===== config.mk =====
export PLATFORM = sky130hd
export DESIGN_NAME = gpio_mult_initiator
export DESIGN_NICKNAME = d
export VERILOG_FILES = /design/src/rtl/gpio_mult_pkg.sv /design/src/rtl/gpio_bus_xfer.sv /design/src/rtl/gpio_mult_initiator.sv
export SDC_FILE = /design/constraint.sdc
export NUM_CORES = 1
export LEC_CHECK = 0
export ABC_AREA = 1
export BUFFER_PORTS_ARGS = -buffer_cell sky130_fd_sc_hd__buf_2
export CORE_MARGIN = 2
export CORE_UTILIZATION = 60
export CTS_BUF_LIST = sky130_fd_sc_hd__clkbuf_8 sky130_fd_sc_hd__clkbuf_16
export DETAILED_ROUTE_END_ITERATION = 7
export MAX_ROUTING_LAYER = met4
export PLACE_DENSITY = 0.91
export SYNTH_ARGS = -nofsm -noshare
export SYNTH_HDL_FRONTEND = slang
export SYNTH_SLANG_ARGS = --single-unit

===== constraint.sdc =====
create_clock -name clk -period 4.95 [get_ports clk]
set_input_delay 0.495 -clock clk [delete_from_list [all_inputs] [get_ports clk]]
set_output_delay 0.495 -clock clk [all_outputs]
set_load 0.05 [all_outputs]

===== src/rtl/gpio_mult_pkg.sv =====
// Shared definitions for the GPIO multiplier bus initiator.
// Holds the default register map, the status bit positions and the state encodings.
// Contains no logic; latency and backpressure do not apply.
package gpio_mult_pkg;

  localparam logic [15:0] DEF_ADDR_A1   = 16'h037F;
  localparam logic [15:0] DEF_ADDR_A2   = 16'h0388;
  localparam logic [15:0] DEF_ADDR_W    = 16'h0390;
  localparam logic [15:0] DEF_ADDR_L    = 16'h0398;
  localparam logic [15:0] DEF_ADDR_CTRL = 16'h03A0;

  // Status register B: bit1 = product ready, bit0 = product fits in 32 bits
  localparam int READY_BIT = 1;
  localparam int VALID_BIT = 0;

  typedef enum logic [3:0] {
    ST_IDLE,
    ST_WR_A1,
    ST_WR_A2,
    ST_WR_GO,
    ST_WAIT,
    ST_RD_STAT,
    ST_RD_W,
    ST_RD_L,
    ST_RESP
  } state_t;

  typedef enum logic [1:0] {
    X_IDLE,
    X_SETUP,
    X_STB,
    X_HOLD
  } xfer_ph_t;

endpackage


===== src/rtl/gpio_bus_xfer.sv =====
// Single read or write on the saddress/srd/swr/sdata bus with SETUP/STROBE/HOLD phases.
// Latency: SETUP_CYC + STB_CYC + 1 cycles after the start cycle; o_done is high during HOLD.
// No backpressure: i_start is only honoured while idle, so the caller waits for o_done.
module gpio_bus_xfer #(
  parameter int SETUP_CYC = 1,
  parameter int STB_CYC   = 2
) (
  input  logic        clk,
  input  logic        n_reset,
  input  logic        i_start,
  input  logic        i_rnw,
  input  logic [15:0] i_addr,
  input  logic [31:0] i_wdata,
  output logic        o_done,
  output logic [31:0] o_rdata,
  output logic [15:0] o_saddress,
  output logic        o_swr,
  output logic        o_srd,
  output logic [31:0] o_sdata_wr,
  input  logic [31:0] i_sdata_rd
);
  import gpio_mult_pkg::*;

  localparam logic [7:0] SETUP_LAST = 8'(SETUP_CYC - 1);
  localparam logic [7:0] STB_LAST   = 8'(STB_CYC - 1);

  xfer_ph_t   r_ph;
  logic [7:0] r_cnt;
  logic       r_rnw;

  // Phase sequencer; pins are registered so strobes drop asynchronously on reset
  always_ff @(posedge clk or negedge n_reset) begin
    if (!n_reset) begin
      r_ph       <= X_IDLE;
      r_cnt      <= 8'd0;
      r_rnw      <= 1'b0;
      o_rdata    <= 32'd0;
      o_saddress <= 16'd0;
      o_swr      <= 1'b0;
      o_srd      <= 1'b0;
      o_sdata_wr <= 32'd0;
    end else begin
      case (r_ph)
        X_IDLE: begin
          if (i_start) begin
            o_saddress <= i_addr;
            o_sdata_wr <= i_rnw ? 32'd0 : i_wdata;
            r_rnw      <= i_rnw;
            r_cnt      <= 8'd0;
            r_ph       <= X_SETUP;
          end
        end
        X_SETUP: begin
          if (r_cnt == SETUP_LAST) begin
            r_cnt <= 8'd0;
            o_swr <= ~r_rnw;
            o_srd <= r_rnw;
            r_ph  <= X_STB;
          end else begin
            r_cnt <= r_cnt + 8'd1;
          end
        end
        X_STB: begin
          if (r_cnt == STB_LAST) begin
            o_swr <= 1'b0;
            o_srd <= 1'b0;
            if (r_rnw) o_rdata <= i_sdata_rd;
            r_ph  <= X_HOLD;
          end else begin
            r_cnt <= r_cnt + 8'd1;
          end
        end
        X_HOLD: begin
          // Address and data stay put through HOLD and return to 0 after it
          o_saddress <= 16'd0;
          o_sdata_wr <= 32'd0;
          r_ph       <= X_IDLE;
        end
        default: r_ph <= X_IDLE;
      endcase
    end
  end

  assign o_done = (r_ph == X_HOLD);

endmodule


===== src/rtl/gpio_mult_initiator.sv =====
// Bus-master sequencer: writes two operands and start, polls status, reads product and ones count.
// Latency: 5 bus transactions + START_WAIT + extra polls + 1 cycle from job accept to res_valid.
// One job in flight; job_ready low until the result is taken; result held while res_ready is low.
module gpio_mult_initiator #(
  parameter logic [15:0] ADDR_A1    = gpio_mult_pkg::DEF_ADDR_A1,
  parameter logic [15:0] ADDR_A2    = gpio_mult_pkg::DEF_ADDR_A2,
  parameter logic [15:0] ADDR_W     = gpio_mult_pkg::DEF_ADDR_W,
  parameter logic [15:0] ADDR_L     = gpio_mult_pkg::DEF_ADDR_L,
  parameter logic [15:0] ADDR_CTRL  = gpio_mult_pkg::DEF_ADDR_CTRL,
  parameter int          SETUP_CYC  = 1,
  parameter int          STB_CYC    = 2,
  parameter int          START_WAIT = 4,
  parameter int          POLL_MAX   = 64
) (
  input  logic        clk,
  input  logic        n_reset,
  input  logic        job_valid,
  output logic        job_ready,
  input  logic [23:0] job_a1,
  input  logic [23:0] job_a2,
  output logic        res_valid,
  input  logic        res_ready,
  output logic [31:0] res_w,
  output logic [23:0] res_ones,
  output logic        res_ovf,
  output logic        res_timeout,
  output logic [15:0] m_saddress,
  output logic        m_swr,
  output logic        m_srd,
  output logic [31:0] m_sdata_wr,
  input  logic [31:0] m_sdata_rd,
  output logic [15:0] job_count
);
  import gpio_mult_pkg::*;

  localparam logic [15:0] POLL_LIM  = 16'(POLL_MAX);
  localparam logic [15:0] WAIT_LAST = 16'(START_WAIT - 1);

  state_t      r_state;
  logic        r_start;
  logic [23:0] r_a1, r_a2;
  logic [15:0] r_poll, r_wcnt;
  logic        r_job_ready, r_res_valid, r_res_ovf, r_res_timeout;
  logic [31:0] r_res_w;
  logic [23:0] r_res_ones;
  logic [15:0] r_job_count;

  logic        w_done, w_rnw;
  logic [15:0] w_addr;
  logic [31:0] w_wdata, w_rdata;

  // Transaction parameters follow the state that r_start has just entered
  always_comb begin
    w_addr  = 16'd0;
    w_wdata = 32'd0;
    w_rnw   = 1'b1;
    case (r_state)
      ST_WR_A1:   begin w_addr = ADDR_A1;   w_wdata = {8'h00, r_a1}; w_rnw = 1'b0; end
      ST_WR_A2:   begin w_addr = ADDR_A2;   w_wdata = {8'h00, r_a2}; w_rnw = 1'b0; end
      ST_WR_GO:   begin w_addr = ADDR_CTRL; w_rnw = 1'b0; end
      ST_RD_STAT: w_addr = ADDR_CTRL;
      ST_RD_W:    w_addr = ADDR_W;
      ST_RD_L:    w_addr = ADDR_L;
      default:    ;
    endcase
  end

  // Job sequencer: each bus state launches its transaction on entry and advances on done
  always_ff @(posedge clk or negedge n_reset) begin
    if (!n_reset) begin
      r_state       <= ST_IDLE;
      r_start       <= 1'b0;
      r_a1          <= 24'd0;
      r_a2          <= 24'd0;
      r_poll        <= 16'd0;
      r_wcnt        <= 16'd0;
      r_job_ready   <= 1'b1;
      r_res_valid   <= 1'b0;
      r_res_w       <= 32'd0;
      r_res_ones    <= 24'd0;
      r_res_ovf     <= 1'b0;
      r_res_timeout <= 1'b0;
      r_job_count   <= 16'd0;
    end else begin
      r_start <= 1'b0;
      case (r_state)
        ST_IDLE: begin
          if (job_valid && r_job_ready) begin
            r_a1          <= job_a1;
            r_a2          <= job_a2;
            r_job_ready   <= 1'b0;
            r_res_w       <= 32'd0;
            r_res_ones    <= 24'd0;
            r_res_ovf     <= 1'b0;
            r_res_timeout <= 1'b0;
            r_state       <= ST_WR_A1;
            r_start       <= 1'b1;
          end
        end
        ST_WR_A1: if (w_done) begin r_state <= ST_WR_A2; r_start <= 1'b1; end
        ST_WR_A2: if (w_done) begin r_state <= ST_WR_GO; r_start <= 1'b1; end
        ST_WR_GO: begin
          if (w_done) begin
            r_poll <= 16'd0;
            r_wcnt <= 16'd0;
            if (START_WAIT == 0) begin
              r_state <= ST_RD_STAT;
              r_start <= 1'b1;
            end else begin
              r_state <= ST_WAIT;
            end
          end
        end
        ST_WAIT: begin
          if (r_wcnt == WAIT_LAST) begin
            r_state <= ST_RD_STAT;
            r_start <= 1'b1;
          end else begin
            r_wcnt <= r_wcnt + 16'd1;
          end
        end
        ST_RD_STAT: begin
          if (w_done) begin
            r_poll <= r_poll + 16'd1;
            if (w_rdata[READY_BIT]) begin
              r_res_ovf <= ~w_rdata[VALID_BIT];
              r_state   <= ST_RD_W;
              r_start   <= 1'b1;
            end else if (r_poll + 16'd1 == POLL_LIM) begin
              r_res_timeout <= 1'b1;
              r_res_w       <= 32'd0;
              r_res_ones    <= 24'd0;
              r_res_ovf     <= 1'b0;
              r_res_valid   <= 1'b1;
              r_state       <= ST_RESP;
            end else begin
              r_start <= 1'b1;
            end
          end
        end
        ST_RD_W: begin
          if (w_done) begin
            r_res_w <= w_rdata;
            r_state <= ST_RD_L;
            r_start <= 1'b1;
          end
        end
        ST_RD_L: begin
          if (w_done) begin
            r_res_ones  <= w_rdata[23:0];
            r_res_valid <= 1'b1;
            r_state     <= ST_RESP;
          end
        end
        ST_RESP: begin
          if (res_ready) begin
            r_res_valid <= 1'b0;
            r_job_count <= r_job_count + 16'd1;
            r_job_ready <= 1'b1;
            r_state     <= ST_IDLE;
          end
        end
        default: r_state <= ST_IDLE;
      endcase
    end
  end

  gpio_bus_xfer #(
    .SETUP_CYC (SETUP_CYC),
    .STB_CYC   (STB_CYC)
  ) u_xfer (
    .clk        (clk),
    .n_reset    (n_reset),
    .i_start    (r_start),
    .i_rnw      (w_rnw),
    .i_addr     (w_addr),
    .i_wdata    (w_wdata),
    .o_done     (w_done),
    .o_rdata    (w_rdata),
    .o_saddress (m_saddress),
    .o_swr      (m_swr),
    .o_srd      (m_srd),
    .o_sdata_wr (m_sdata_wr),
    .i_sdata_rd (m_sdata_rd)
  );

  assign job_ready   = r_job_ready;
  assign res_valid   = r_res_valid;
  assign res_w       = r_res_w;
  assign res_ones    = r_res_ones;
  assign res_ovf     = r_res_ovf;
  assign res_timeout = r_res_timeout;
  assign job_count   = r_job_count;

endmodule


Yosys cells after proc, flatten, opt, wreduce, memory -nomap -nowiden
Cells that the tools add are included.
{"block": "totals", "register_bits": 254, "output_inout_bits": 126, "elab_cells": 163}
{"block": "op_classes", "n_addsub": 4, "n_eq_ne": 31, "n_mux": 71, "n_bitwise": 2, "n_reduce_logical": 34}
{"op": "two-way mux 32 bit", "count": 6}
{"op": "two-way mux 24 bit", "count": 6}
{"op": "one-hot mux 16 bit (2 select lines)", "count": 3}
{"op": "one-hot mux 32 bit (3 select lines)", "count": 1}
{"op": "one-hot mux 24 bit (3 select lines)", "count": 1}
{"op": "two-way mux 16 bit", "count": 4}
{"op": "one-hot mux 32 bit (2 select lines)", "count": 1}
{"op": "one-hot mux 10 bit (5 select lines)", "count": 1}
{"op": "adder 16 x 1 -> 16 bit (second input constant)", "count": 3}
{"op": "one-hot mux 24 bit (2 select lines)", "count": 1}
{"op": "two-way mux 4 bit", "count": 11}
{"op": "one-hot mux 4 bit (9 select lines)", "count": 1}
{"op": "two-way mux 8 bit", "count": 3}
{"op": "one-hot mux 8 bit (3 select lines)", "count": 1}
{"op": "AND reduction 3 bit", "count": 7}
{"op": "two-way mux 1 bit", "count": 20}
{"op": "AND reduction 6 bit", "count": 3}
{"op": "equality test 16 x 2 -> 1 bit (second input constant)", "count": 1}
{"op": "equality test 16 x 7 -> 1 bit (second input constant)", "count": 1}
{"op": "equality test 4 x 3 -> 1 bit (second input constant)", "count": 4}
{"op": "!= test 2 x 1 -> 1 bit (second input constant)", "count": 8}
{"op": "!= test 2 bit (second input constant)", "count": 8}
{"op": "nonzero test 2 bit", "count": 6}
{"op": "nonzero test 3 bit", "count": 4}
{"op": "24 further kinds", "count": 37}

Logic depth before layout (Yosys ltp)
{"block": "depth", "word_depth": 6, "mapped_depth": 15, "ltp_nobuf": 14}

Modules after synthesis
A second synthesis with hierarchy kept.
{"block": "unflattened", "cells_unflattened": 1404, "hier_area_um2": 12002.8}
{"module": "gpio_mult_initiator", "instances": 1, "cells_each": 925, "area_per_inst_um2": 7731.2, "seq_area_each_um2": 4030.1}
{"module": "gpio_bus_xfer", "instances": 1, "cells_each": 479, "area_per_inst_um2": 4271.6, "seq_area_each_um2": 2327.2}

Least setup slack after synthesis
No wires, ideal clock.
{"block": "synth_timing", "path_type": "register -> register", "from": "register r_poll[0]", "to": "register r_res_w[10] (netlist: res_w[10])", "setup_time_ps": 119, "t_arrival_ps": 1849, "required_time_ps": 4831, "path_slack_ps": 2982, "stages_incl_launch_ff": 16, "synth_period_minus_slack_ps": 1968, "path_cell_list": "dfrtp_1 ha_1 nand3_2 nor2_4 nand2_1 nor2_1 nand2_1 nand2_1 nand2_1 nor2_2 nand3_2 nand2_4 nand2_2 buf_6 nand2_1 nand2_1"}
{"block": "synth_between", "elab_chain_cells": 4}
{"item": "start: declaration", "line": "gpio_mult_initiator.sv:42", "source": "logic [15:0] r_poll, r_wcnt;"}
{"item": "start signal: assignment", "line": "gpio_mult_initiator.sv:124", "source": "r_poll <= r_poll + 16'd1;"}
{"item": "adder 16 x 1 -> 16 bit", "line": "gpio_mult_initiator.sv:129", "source": "end else if (r_poll + 16'd1 == POLL_LIM) begin"}
{"item": "equality test 16 x 7 -> 1 bit", "line": "gpio_mult_initiator.sv:129"}
{"item": "!= test 2 bit (no line)"}
{"item": "AND reduction 6 bit (no line)"}
{"item": "end signal: assignment", "line": "gpio_mult_initiator.sv:143", "source": "r_res_w <= w_rdata;"}
{"item": "end: declaration", "line": "gpio_mult_initiator.sv:44", "source": "logic [31:0] r_res_w;"}
Every way passes these cells.
A chain may end at the register's enable or synchronous reset.

Worst setup path after layout
{"block": "layout_timing", "from": "register u_xfer.r_ph[1]", "to": "register r_res_ones[13] (netlist: res_ones[13])"}
{"block": "layout_between", "elab_chain_cells": 3}
{"item": "start: declaration", "line": "gpio_bus_xfer.sv:27", "source": "xfer_ph_t r_ph;"}
{"item": "start signal: assignment", "line": "gpio_bus_xfer.sv:34", "source": "r_ph <= X_IDLE;"}
{"item": "start signal: assignment", "line": "gpio_bus_xfer.sv:50", "source": "r_ph <= X_SETUP;"}
{"item": "start signal: assignment", "line": "gpio_bus_xfer.sv:58", "source": "r_ph <= X_STB;"}
{"item": "equality test 2 bit (*)", "line": "gpio_bus_xfer.sv:84", "source": "assign o_done = (r_ph == X_HOLD);"}
{"item": "!= test 2 x 1 -> 1 bit (no line)"}
{"item": "AND reduction 6 bit (no line) (*)"}
{"item": "end signal: assignment", "line": "gpio_mult_initiator.sv:150", "source": "r_res_ones <= w_rdata[23:0];"}
{"item": "end: declaration", "line": "gpio_mult_initiator.sv:45", "source": "logic [23:0] r_res_ones;"}
Mark *: on every way between the ends. The rest lies on a longest branch, timed or not.

==> flow_metrics.tcl <==
set metrics [dict create \
    status "completed" \
    relSlewSlack_pct 24.6 \
    ys_types 39 \
    criticalPathCategory "reg -> reg" \
    period_minus_slack_ns 3.26 \
    hp-class "in -> async" \
    power_density_nw_per_um2 559 \
    portBuffers 195 \
    clk_latency_ns 0.51 \
    netlist_area_um2 11200 \
    synth_top_area_share_pct 52.7 \
    worst_pin_slew_ns 1.13 \
    vias 9853 \
    cts_hold_buf 0 \
    syn_area_per_cell_um2 8.41 \
    rows 49 \
    area_growth_pct 16.3 \
    initial_core_util_pct 61.8 \
    synth-simple-area-share_pct 27.0 \
    cts_resized 0 \
    synth_top_cell_by_area "dfrtp_1" \
    max_stage_delay_ns 0.62 \
    yosys.area_share.adder_pct 1.12 \
    ys_ff_latch 236 \
    wl_um 28100 \
    hpwl_um 18900 \
    synth-edff-count 0 \
    vias_per_cell 5.64 \
    coreArea_um2 18100 \
    critical_path.max_fanout 31 \
    required_ns 5.34 \
    synthFlopType "dfrtp_1" \
    synth_mux_area_share_pct 3.23 \
    crit_buf_inv 1 \
    skew_ns 0.00825 \
    synth_compound_area_share_pct 6.08 \
    final-hold-violation-count 0 \
    root_buffer "clkbuf_16" \
    pin_count 210 \
    cts.sinks 236 \
    gp_congestion 0.978 \
    die_h_um 140 \
    fin_setup_tns_ns 0 \
    worst_slack_ns 1.69 \
    clk_pin_slew_ns 0.06 \
    p_leak_nw 7.13 \
    fin_worst_hold_slack_ns 0.116 \
    finalInstanceArea_um2 13000 \
    reg2reg_from "u_xfer.r_ph[1]" \
    report.final.slew_viol_count 0 \
    finalNonFillerCells 1746 \
    crit_top_cell "nand2_1" \
    rsz0062_at_grt "false" \
    grt_usage_pct 29.3 \
    finalSetupViolations 0 \
    cts_made_buffers 24 \
    ys_seq_area_share_pct 52.9 \
    max_cap_violations 0 \
    synth_top_family_by_area "simple AND/OR/NAND/NOR gates" \
    antenna_left 0 \
    drive_gt1_share_pct 19.4 \
    wl_per_cell_um 16.1 \
    cts_setup_buffers 0 \
    period_share_pct 66.0 \
    path_cells "ha_1 -> inv_1 -> nand2_1 -> o21ai_0 -> a21oi_4 -> nand2_2 -> nand2_1 -> nand2_1" \
    finalNetCount 1594 \
    die_area_um2 19700 \
    die_x_um 140 \
    cts_tree "built" \
    grt_overflow 0 \
    slowest_stage "a21oi_4" \
    max_freq_ghz 0.306 \
    peakVddDrop_uv 379 \
    dp_cells 1703 \
    dr.pass1.iters 7 \
    startpoint "u_xfer.r_ph[1]" \
    crit_family "simple AND/OR/NAND/NOR gates" \
    place_area_um2 12200 \
    drt_iter0_drc 843 \
    ys_warn_count 0 \
    clk_path_buf_depth 3 \
    arrival_ns 3.66 \
    end_kind "flip-flop" \
    netlist_instances 1328 \
    synthXorXnorAreaFrac_pct 1.96 \
    synth_common_cells "435 x nand2_1, 235 x dfrtp_1, 127 x nand3_1, 117 x inv_1, 113 x nor2_1" \
    grt_first_pass_wirelength_um 46400 \
    grt_pass1_vias 9648 \
    htreeDepth 1 \
    async_flop_share_pct 100 \
    antenna_found_initial 0 \
    drc 0 \
    start_kind "flip-flop" \
    synth_most_common_cell "nand2_1" \
    dp_slack_ns 1.81 \
    grt_max_degree 130 \
    synth.area.top_cells "dfrtp_1 53%, nand2_1 15%, nand3_1 5.7%" \
]
==> metrics by stage <==
| step | util, % | power (mW) |
|---|---|---|
| detailed placement | 67.4 | 5.43 |
| global placement | 67.4 | 5.33 |
| global route | 71.8 | 7.64 |
| floorplan | - | 4.76 |
| finish | 71.8 | 7.25 |
| CTS | 71.8 | 7.25 |
==> final timing paths <==
kind | endpoint | slack (ns) | depth (start not counted)
worst max-delay path | res_ones[13] | 1.69 | 8
worst min-delay path | u_xfer.o_rdata[11] | 0.12 | 1
worst min register to register | job_count[15] | 0.47 | 1
max in group asynchronous | r_a2[22] | 3.76 | 2
worst max register to register | res_ones[13] | 1.69 | 8
min in group clk | r_a2[6] | 0.18 | 3
==> cell usage in the layout (no fill, tap or decap), drive strengths merged, types with 3 or more instances in the layout <==
cell type / Yosys / routed
o21ai: 56 / 56
nor4: 4 / 4
nor2: 119 / 119
mux2: 32 / 32
nor3: 16 / 16
xor2: 19 / 19
nand3: 129 / 129
nand4: 14 / 14
o32ai: 3 / 3
conb: 1 / 14
ha: 10 / 10
clkbuf: 29 / 32
buf: 42 / 204
o22ai: 9 / 9
nand2: 439 / 439
xnor2: 6 / 6
a32o: 17 / 17
dfrtp: 235 / 235
nor3b: 4 / 4
a21oi: 12 / 12
inv: 122 / 128
==> registers in the layout, indices dropped and copies added, names as in the netlist, 24 cells and up <==
name and count:
r_a2 24, res_w 32, u_xfer.o_sdata_wr 24, u_xfer.o_rdata 32
res_ones 24, r_a1 24
==> power by group <==
part	total (mW)	switching [mW]	internal, mW
Clock	1.79	0.726	1.07
Combinational	2.67	1.98	0.693
Sequential	2.79	0.331	2.45
Total	7.25	3.04	4.21
==> metal layers <==
layer / up-vias / part of all wire [%] / track usage [%] / wire (um)
met2: 509 / 49 / 48.0 / 13800
li1: 4572 / - / - / -
met1: 4698 / 40 / 38.2 / 11200
met3: 74 / 8.4 / 4.41 / 2360
met4: 0 / 2.7 / 9.36 / 758
met5: - / 0 / - / 0
==> cell families after synthesis <==
group,Yosys count
compound gates,106
xor+xnor,25
fa+ha+maj,10
buf+inv,193
flops,236
mux,32
other cells,1
simple gates,725
==> layout make-up <==
class | count | area (um^2)
clock inverter | 9 | 67.6
timing repair buffer | 204 | 1070
tap | 229 | 287
inverter | 122 | 458
fill | 1290 | 5100
antenna | 2 | 5.00
clock buffer | 32 | 722
sequential | 236 | 5910
multi-input combinational | 912 | 4470
Power figures use the tool's default switching activity.
